$ cat src/rtl/fetch_ctrl.sv
`default_nettype none
// ============================================================================
//  Module      : fetch_ctrl
//  Description : Instruction-fetch sequencer with a single outstanding
//                request and an instruction FIFO toward decode.
//                Optional performance counters: FETCH_PERF_CNT_EN.
//  Revision    : 1.0 - initial release
// ============================================================================
module fetch_ctrl #(
    parameter int                  PC_WIDTH          = 32,
    parameter int                  INSTRUCTION_WIDTH = 32,
    parameter logic [PC_WIDTH-1:0] RESET_PC          = 32'h0000_0000,
    parameter int                  BUF_DEPTH         = 2
) (
    input  logic                         clk,
    input  logic                         reset,
    input  logic                         redirect_valid,
    input  logic [PC_WIDTH-1:0]          redirect_pc,
    output logic                         imem_req_valid,
    input  logic                         imem_req_ready,
    output logic [PC_WIDTH-1:0]          imem_req_addr,
    input  logic                         imem_rsp_valid,
    input  logic [INSTRUCTION_WIDTH-1:0] imem_rsp_data,
    output logic                         inst_valid,
    input  logic                         inst_ready,
    output logic [INSTRUCTION_WIDTH-1:0] inst_out,
    output logic [PC_WIDTH-1:0]          inst_pc,
`ifdef FETCH_PERF_CNT_EN
    output logic [31:0]                  perf_fetch_cnt,
    output logic [31:0]                  perf_flush_cnt,
    output logic [31:0]                  perf_stall_cnt,
`endif
    output logic [PC_WIDTH-1:0]          inst_pc_plus_4
);

    localparam int                  c_PTR_W   = $clog2(BUF_DEPTH);
    localparam int                  c_CNT_W   = c_PTR_W + 1;
    localparam logic [c_CNT_W-1:0]  c_DEPTH   = c_CNT_W'(BUF_DEPTH);
    localparam logic [c_PTR_W-1:0]  c_PTR_ONE = c_PTR_W'(1);
    localparam logic [c_CNT_W-1:0]  c_CNT_ONE = c_CNT_W'(1);
    localparam logic [PC_WIDTH-1:0] c_PC_STEP = PC_WIDTH'(4);

    typedef enum logic [1:0] {
        ST_REQ     = 2'd0,
        ST_WAIT    = 2'd1,
        ST_DISCARD = 2'd2
    } state_t;

    state_t                         r_state;
    state_t                         w_state_nxt;
    logic [PC_WIDTH-1:0]            r_fetch_pc;
    logic [PC_WIDTH-1:0]            w_fetch_pc_nxt;
    logic [PC_WIDTH-1:0]            w_redirect_aligned;
    logic [INSTRUCTION_WIDTH-1:0]   r_buf_inst [BUF_DEPTH];
    logic [PC_WIDTH-1:0]            r_buf_pc   [BUF_DEPTH];
    logic [c_PTR_W-1:0]             r_rd_ptr;
    logic [c_PTR_W-1:0]             r_wr_ptr;
    logic [c_CNT_W-1:0]             r_count;
    logic                           w_fifo_full;
    logic                           w_fifo_empty;
    logic                           w_req_fire;
    logic                           w_push;
    logic                           w_pop;
    logic                           w_unused_pc_bits;

    assign w_redirect_aligned = {redirect_pc[PC_WIDTH-1:2], 2'b00};
    assign w_unused_pc_bits   = ^redirect_pc[1:0];

    assign w_fifo_full  = (r_count == c_DEPTH);
    assign w_fifo_empty = (r_count == '0);
    assign w_req_fire   = imem_req_valid && imem_req_ready;
    // A response arriving in the redirect cycle belongs to the old path.
    assign w_push       = (r_state == ST_WAIT) && imem_rsp_valid && !redirect_valid;
    assign w_pop        = !w_fifo_empty && inst_ready;

    always_ff @(posedge clk or negedge reset) begin
        if (!reset) begin
            r_state    <= ST_REQ;
            r_fetch_pc <= RESET_PC;
        end else begin
            r_state    <= w_state_nxt;
            r_fetch_pc <= w_fetch_pc_nxt;
        end
    end

    always_comb begin
        w_state_nxt    = r_state;
        w_fetch_pc_nxt = r_fetch_pc;
        // Request is held low while reset is asserted, even though state is REQ.
        imem_req_valid = reset && (r_state == ST_REQ) && !w_fifo_full;
        imem_req_addr  = r_fetch_pc;
        case (r_state)
            ST_REQ: begin
                if (w_req_fire) begin
                    w_state_nxt = redirect_valid ? ST_DISCARD : ST_WAIT;
                end
            end
            ST_WAIT: begin
                if (imem_rsp_valid) begin
                    w_state_nxt = ST_REQ;
                    if (!redirect_valid) begin
                        w_fetch_pc_nxt = r_fetch_pc + c_PC_STEP;
                    end
                end else if (redirect_valid) begin
                    w_state_nxt = ST_DISCARD;
                end
            end
            ST_DISCARD: begin
                if (imem_rsp_valid) begin
                    w_state_nxt = ST_REQ;
                end
            end
            default: begin
                w_state_nxt = ST_REQ;
            end
        endcase
        if (redirect_valid) begin
            w_fetch_pc_nxt = w_redirect_aligned;
        end
    end

    always_ff @(posedge clk or negedge reset) begin
        if (!reset) begin
            r_rd_ptr <= '0;
            r_wr_ptr <= '0;
            r_count  <= '0;
        end else if (redirect_valid) begin
            r_rd_ptr <= '0;
            r_wr_ptr <= '0;
            r_count  <= '0;
        end else begin
            if (w_push) begin
                r_wr_ptr <= r_wr_ptr + c_PTR_ONE;
            end
            if (w_pop) begin
                r_rd_ptr <= r_rd_ptr + c_PTR_ONE;
            end
            case ({w_push, w_pop})
                2'b10:   r_count <= r_count + c_CNT_ONE;
                2'b01:   r_count <= r_count - c_CNT_ONE;
                default: r_count <= r_count;
            endcase
        end
    end

    // Storage needs no reset: the head is masked whenever the FIFO is empty.
    always_ff @(posedge clk) begin
        if (w_push) begin
            r_buf_inst[r_wr_ptr] <= imem_rsp_data;
            r_buf_pc[r_wr_ptr]   <= r_fetch_pc;
        end
    end

    assign inst_valid     = !w_fifo_empty;
    assign inst_out       = w_fifo_empty ? '0 : r_buf_inst[r_rd_ptr];
    assign inst_pc        = w_fifo_empty ? '0 : r_buf_pc[r_rd_ptr];
    assign inst_pc_plus_4 = w_fifo_empty ? '0 : (r_buf_pc[r_rd_ptr] + c_PC_STEP);

`ifdef FETCH_PERF_CNT_EN
    always_ff @(posedge clk or negedge reset) begin
        if (!reset) begin
            perf_fetch_cnt <= '0;
            perf_flush_cnt <= '0;
            perf_stall_cnt <= '0;
        end else begin
            if (w_push) begin
                perf_fetch_cnt <= perf_fetch_cnt + 32'd1;
            end
            if (redirect_valid) begin
                perf_flush_cnt <= perf_flush_cnt + 32'd1;
            end
            if ((r_state == ST_REQ) && w_fifo_full) begin
                perf_stall_cnt <= perf_stall_cnt + 32'd1;
            end
        end
    end
`endif

endmodule
`default_nettype wire

$ cat config.mk
export PLATFORM = sky130hd
export DESIGN_NAME = fetch_ctrl
export DESIGN_NICKNAME = d
export VERILOG_FILES = /design/src/rtl/fetch_ctrl.sv
export SDC_FILE = /design/constraint.sdc
export NUM_CORES = 1
export LEC_CHECK = 0
export BUFFER_PORTS_ARGS = -buffer_cell sky130_fd_sc_hd__buf_2
export CORE_ASPECT_RATIO = 0.75
export CORE_MARGIN = 1.5
export CORE_UTILIZATION = 52
export DETAILED_ROUTE_END_ITERATION = 10
export GPL_ROUTABILITY_DRIVEN = 0
export GPL_TIMING_DRIVEN = 0
export PLACE_DENSITY = 0.79
export SLEW_MARGIN = 20
export SYNTH_ARGS = -nofsm -noshare
export SYNTH_HDL_FRONTEND = slang
export SYNTH_SLANG_ARGS = --single-unit
$ cat constraint.sdc
create_clock -name clk -period 16.05 [get_ports clk]
set_clock_uncertainty 0.2 [all_clocks]
set_input_delay 2.4075 -clock clk [delete_from_list [all_inputs] [get_ports clk]]
set_output_delay 2.4075 -clock clk [all_outputs]
set_load 0.05 [all_outputs]
==> run_results.csv, run 1 <==
group,metric,value,unit
status,status,"finished, final reports clean",
critical_path,arrival,4170,ps
cells_and_area,antenna_cells,0,
clocking,clock-sinks,160,
grt,grt_start_max_net_pins,39,
logic_synthesis,seq_area_frac_synth,60.0,%
clocking,cts.clk_slew.worst_paths,60,ps
clocking,insertion_delay,440,ps
critical_path,critical_path.cell_chain,"buf_6, buf_6, buf_6, buf_2, buf_2, mux2_2, ha_1, inv_1, nor4_4, nand3_2, buf_6, o31a_1, nor3_1, buf_2",
logic_synthesis,synth.distinct_cells,58,
power,vdd_drop_max,90.4,uV
critical_path,crit_top_cell,"buf_6",
clocking,cts_hold_buf,0,
clocking,cts.repair.resized,0,
critical_path,critPathRequiredTime,13440,ps
timing,max_freq,0.148,GHz
routing,drt_pre_antenna_iters,5,
flow_run,drv_cap,0,
cells_and_area,syn_to_final_growth,25.8,%
clocking,cts_made_buffers,17,
grt,grt_use_total,26.4,%
power,power.density,104,nW/um^2
placement,place_ws,9750,ps
critical_path,critPathMaxStageDelay,530,ps
critical_path,cp_top_family,"buffers and inverters",
timing,setup_slack,9270,ps
routing,drc,0,
critical_path,critPathSlowestCell,"nor4_4",
placement,dpl.hpwl,15200,microns
logic_synthesis,synth_seq_cells,160,
grt,grt_pass1_wl,30100,microns
critical_path,crit_cells,14,
timing,period_minus_slack,6780,ps
routing,vias,6055,
power,p_leak,0.00380,uW
floorplanning,die_x,144,microns
routing,vias_per_cell,5.56,
logic_synthesis,synth_area_per_cell,11.9,sq um
logic_synthesis,synth_area,7710,sq um
logic_synthesis,yosysWarningCount,0,
critical_path,timing.critical_path.buf_inv,8,
cells_and_area,drive_above_1_share,30.6,%
logic_synthesis,synth_cells,649,
critical_path,path_max_fanout,10,
routing,drt_iter0_markers,505,
floorplanning,ios,200,
timing,fin_crit_sh,42.2,%
clocking,cts_setup_buffers,0,
routing,wl,20300,microns
grt,grt_antenna_before_repair,0,
timing,hold_viol_final,0,
timing,drv_slew,0,
timing,tightestPinTransition,864,ps
timing,final.setup.tns,0,ps
floorplanning,row_count,38,
timing,rsz0062_at_grt,"no",
clocking,root_buffer,"clkbuf_16",
routing,avgRoutedWirePerCell,18.6,microns
worst_hold_path,hold_class,"register to register",
critical_path,worstSetupEndpointType,"primary output",
clocking,clockBufferDepth,2,
critical_path,worstRegToRegCells,5,
cells_and_area,nNetsFinal,949,
floorplanning,die-area,15600,sq um
logic_synthesis,ys_async_sr_fraction,22.5,%
placement,portBuffers,190,
clocking,h-tree-depth,4,
floorplanning,initial_core_util,53.4,%
critical_path,critPathKind,"register to primary output",
routing,drt.antenna.violating_nets,0,
worst_hold_path,hold_depth,0,
clocking,tritoncts,"yes",
floorplanning,core_area,14500,sq um
logic_synthesis,synth_edf_count,124,
timing,max_slew_margin,42.0,%
grt,grt_pass1_vias,5517,
grt,grt_overflow,0,
critical_path,cp-start-kind,"register",
timing,finalSetupViolations,0,
logic_synthesis,synth_ff_type,"edfxtp_1",
floorplanning,die_h,108,microns
[power by group]
| part | internal (uW) | switching (uW) |
|---|---|---|
| Clock | 266 | 167 |
| Sequential | 459 | 17.8 |
| Combinational | 28.8 | 73.3 |
[per-layer routing]
layer	GRT usage [%]	vias up	share of wire (%)	wire [microns]
li1	-	2829	-	-
met1	36.3	2909	43	8740
met2	40.3	281	45	9180
met3	7.48	36	9.6	1960
met4	9.33	0	2.0	396
met5	0	-	0	0
[final timing paths]
check / startpoint / to / slack, ps
setup reg to reg: r_state[1] / r_buf_inst[0][14] / 13390
hold / removal: imem_req_addr[31] / r_buf_pc[1][31] / 380
setup / recovery: r_rd_ptr / inst_pc_plus_4[28] / 9270
max in group asynchronous: reset / imem_req_addr[10] / 13220
hold reg to reg: imem_req_addr[31] / r_buf_pc[1][31] / 380
min in group asynchronous: reset / imem_req_addr[26] / 1890
[through the flow]
step                      hold WS [ps]  area, sq um  power (uW)  util, %  std cells
after floorplan                    325         7730         550        -        654
after global placement             339         8930         584     61.8       1044
after detailed placement           349         9070         586     62.7       1058
after CTS                          387         9690        1010     67.1       1090
after global routing               406         9700        1040     67.1       1090
final                              383         9700        1010     67.1       1090
[area by class of cell]
class	count	area, sq um
plain buffers	35	194
repair buffers	204	1070
clock buffers	21	450
clock inverters	11	176
inverters	5	18.8
fillers	1150	4750
multi-input cells	454	2910
flip-flops and latches	160	4620
well taps	200	250
[layout by cell type, fill, tap and decap left out, drive strengths merged, types with 23 or more instances in the layout]
| master | instances |
|---|---|
| o21ai | 38 |
| nand3 | 23 |
| nand2 | 64 |
| dfrtp | 36 |
| clkbuf | 35 |
| buf | 225 |
| nor2 | 84 |
| edfxtp | 124 |
| mux2i | 56 |
| xnor2 | 24 |
[flip-flops by register name, summed over array words and instances, names as in the netlist]
signal and flops:
r_buf_inst 64, r_buf_pc 60, imem_req_addr 30, r_count 2, r_state 2, r_rd_ptr 1
r_wr_ptr 1
[cell families (layout without fill, tap and decap cells)]
logic type                 Yosys count  after routing  synth area share, %
adders and majority gates            2              2                0.324
muxes                               64             64                 8.48
and+or+nand+nor                    261            261                 17.0
xor gates and xnor gates            44             44                 5.00
DFF                                160            160                 60.0
other                                1              6               0.0486
buffers and inverters               40            276                 2.76
AOI/OAI and AO/OA                   77             77                 6.42
[synthesized netlist by cell type (all sizes together), types with 5 or more instances]
cell	instances	area share [%]
edfxtp	124	48
nor2	84	4.1
nand2	64	3.1
mux2i	56	7.3
o21ai	38	2.5
dfrtp	36	12
xnor2	24	2.7
nand3	23	1.6
nand4	22	1.9
buf	21	1.8
xor2	20	2.3
clkbuf	14	0.68
nor3	14	0.91
nor4	12	1.2
a21oi	8	0.57
and2	8	0.65
mux2	8	1.2
nor2b	8	0.65
nand3b	7	0.84
o31a	6	0.68
inv	5	0.24
o31ai	5	0.49
Note: power is estimated with default switching activity, not from simulation.
==> inputs of run 2 (changes only) <==
- clock period: 16.05 -> 6.6 ns (I/O delays scaled with it)
==> run 2 against run 1 <==
Net effect: clock power increased by 120%; core utilization down 0.43 points; total power is 130% higher; worst setup slack got worse by 8000 ps; global-route usage decreased by 0.93 points; die area stayed put; flip-flop and latch count stayed put; cell count decreased by 0.28%; register-to-register slack worse by 9600 ps; critical path type unchanged; largest cell class unchanged.
==> run_results.csv, run 2 (same netlist as run 1, synthesis figures left out) <==
group,metric,value,unit
routing,wl,19500,microns
clocking,insertion_delay,420,ps
routing,drt_iter0_markers,412,
routing,drc,0,
worst_hold_path,hold_start,"imem_req_addr[31]",
critical_path,arrival,4090,ps
critical_path,crit_top_cell,"buf_6",
timing,finalSetupViolations,0,
cells_and_area,final_cell_mix,"buf_2, edfxtp_1, nor2_1",
critical_path,cp-start-kind,"register",
critical_path,cp_top_family,"buffers and inverters",
routing,drt_pre_antenna_iters,7,
timing,max_freq,0.189,GHz
placement,place_ws,1810,ps
cells_and_area,antenna_cells,0,
worst_hold_path,hold_class,"register to register",
critical_path,critPathSlowestCell,"nor4_4",
floorplanning,die-area,15600,sq um
critical_path,reg2reg_to,"r_buf_inst[0][4]",
floorplanning,ios,200,
floorplanning,initial_core_util,53.4,%
critical_path,critPathMaxStageDelay,550,ps
placement,placed_cells,1055,
clocking,cts.repair.resized,0,
cells_and_area,largest_register_ffs,64,
grt,grt_antenna_before_repair,0,
routing,vias_per_cell,5.49,
clocking,clock-sinks,160,
flow_run,drv_cap,0,
floorplanning,die_h,108,microns
placement,dpl.hpwl,14900,microns
power,vdd_drop_max,206,uV
timing,max_slew_margin,34.6,%
timing,setup_slack,1320,ps
clocking,cts_hold_buf,0,
worst_hold_path,hold_depth,0,
critical_path,critPathRequiredTime,5410,ps
grt,grt_start_max_net_pins,39,
power,p_leak,0.00378,uW
timing,hold_viol_final,0,
timing,drv_slew,0,
grt,grt_use_total,25.5,%
routing,avgRoutedWirePerCell,17.9,microns
timing,period_minus_slack,5280,ps
grt,grt_overflow,0,
timing,hold_ws,368,ps
timing,tightestPinTransition,973,ps
floorplanning,die_x,144,microns
grt,grt_pass1_wl,29200,microns
clocking,cts_made_buffers,17,
critical_path,path_max_fanout,10,
clocking,clockBufferDepth,2,
critical_path,timing.critical_path.buf_inv,8,
clocking,tritoncts,"yes",
critical_path,worstRegToRegCells,7,
grt,grt_pass1_vias,5477,
cells_and_area,final_common_cell,"buf_2",
clocking,root_buffer,"clkbuf_16",
cells_and_area,nNetsFinal,946,
cells_and_area,regMostFlops,"r_buf_inst",
placement,portBuffers,190,
floorplanning,row_count,38,
critical_path,r2r_slack,3760,ps
critical_path,worstSetupEndpointType,"primary output",
critical_path,critical_path.cell_chain,"buf_6, buf_6, buf_6, buf_2, buf_2, mux2_2, ha_1, inv_1, nor4_4, nand3_2, buf_6, o31a_1, nor3_1, buf_2",
cells_and_area,fin_cells,1087,
cells_and_area,syn_to_final_growth,24.9,%
status,status,"finished, final reports clean",
timing,final.setup.tns,0,ps
critical_path,critPathKind,"register to primary output",
cells_and_area,drive_above_1_share,30.4,%
clocking,h-tree-depth,4,
timing,rsz0062_at_grt,"no",
worst_hold_path,min_to,"r_buf_pc[1][31]",
critical_path,rr_startpoint,"r_state[1]",
critical_path,crit_cells,14,
clocking,cts.clk_slew.worst_paths,60,ps
floorplanning,core_area,14500,sq um
routing,vias,5964,
timing,fin_crit_sh,80.0,%
clocking,cts_setup_buffers,0,
routing,drt.antenna.violating_nets,0,
power,power.density,246,nW/um^2
## run 2: worst reg2reg max path, delay by kind of cell (launching register included)
kind	cells	cell delay [ps]
buffers and inverters	5	990
DFF	1	410
and+or+nand+nor	2	940
## run 2: per-layer routing
layer  global-route usage, %  up-vias  part of all wire (%)  wire length, microns
met5                       0        -                     0                     0
met2                    39.6      288                    45                  8780
met3                    6.91       31                   9.1                  1770
li1                        -     2830                     -                     -
met4                    8.38        0                   1.9                   378
met1                    35.0     2815                    44                  8570
## run 2: final cells by class
type                    count  area (sq um)
fillers                  1110          4820
multi-input cells         454          2910
plain buffers              35           194
clock buffers              18           429
repair buffers            201          1060
clock inverters            14           146
well taps                 200           250
inverters                   5          18.8
flip-flops and latches    160          4620
## run 2: power breakdown
group	total [uW]	internal, uW	switching (uW)
clock network	963	534	429
logic	247	69.8	177
registers	1160	1120	43.2
total	2370	1720	650
## run 2: worst max-delay path by stage
stage | from | endpoint
final | r_rd_ptr | inst_pc_plus_4[26]
after global routing | r_rd_ptr | inst_pc_plus_4[26]
after CTS | r_rd_ptr | inst_pc_plus_4[26]
after detailed placement | r_rd_ptr | inst_pc_plus_4[26]
after global placement | redirect_valid | r_buf_inst[0][1]
after floorplan | redirect_valid | r_buf_inst[0][0]
## run 2: per-stage QoR
step,util (%),cell area [sq um],power [uW]
2_1_floorplan,-,7740,1340
3_3_place_gp,61.8,8940,1420
3_5_place_dp,62.7,9060,1430
5_1_grt,66.7,9640,2440
4_1_cts,66.7,9640,2380
6_report,66.7,9640,2370
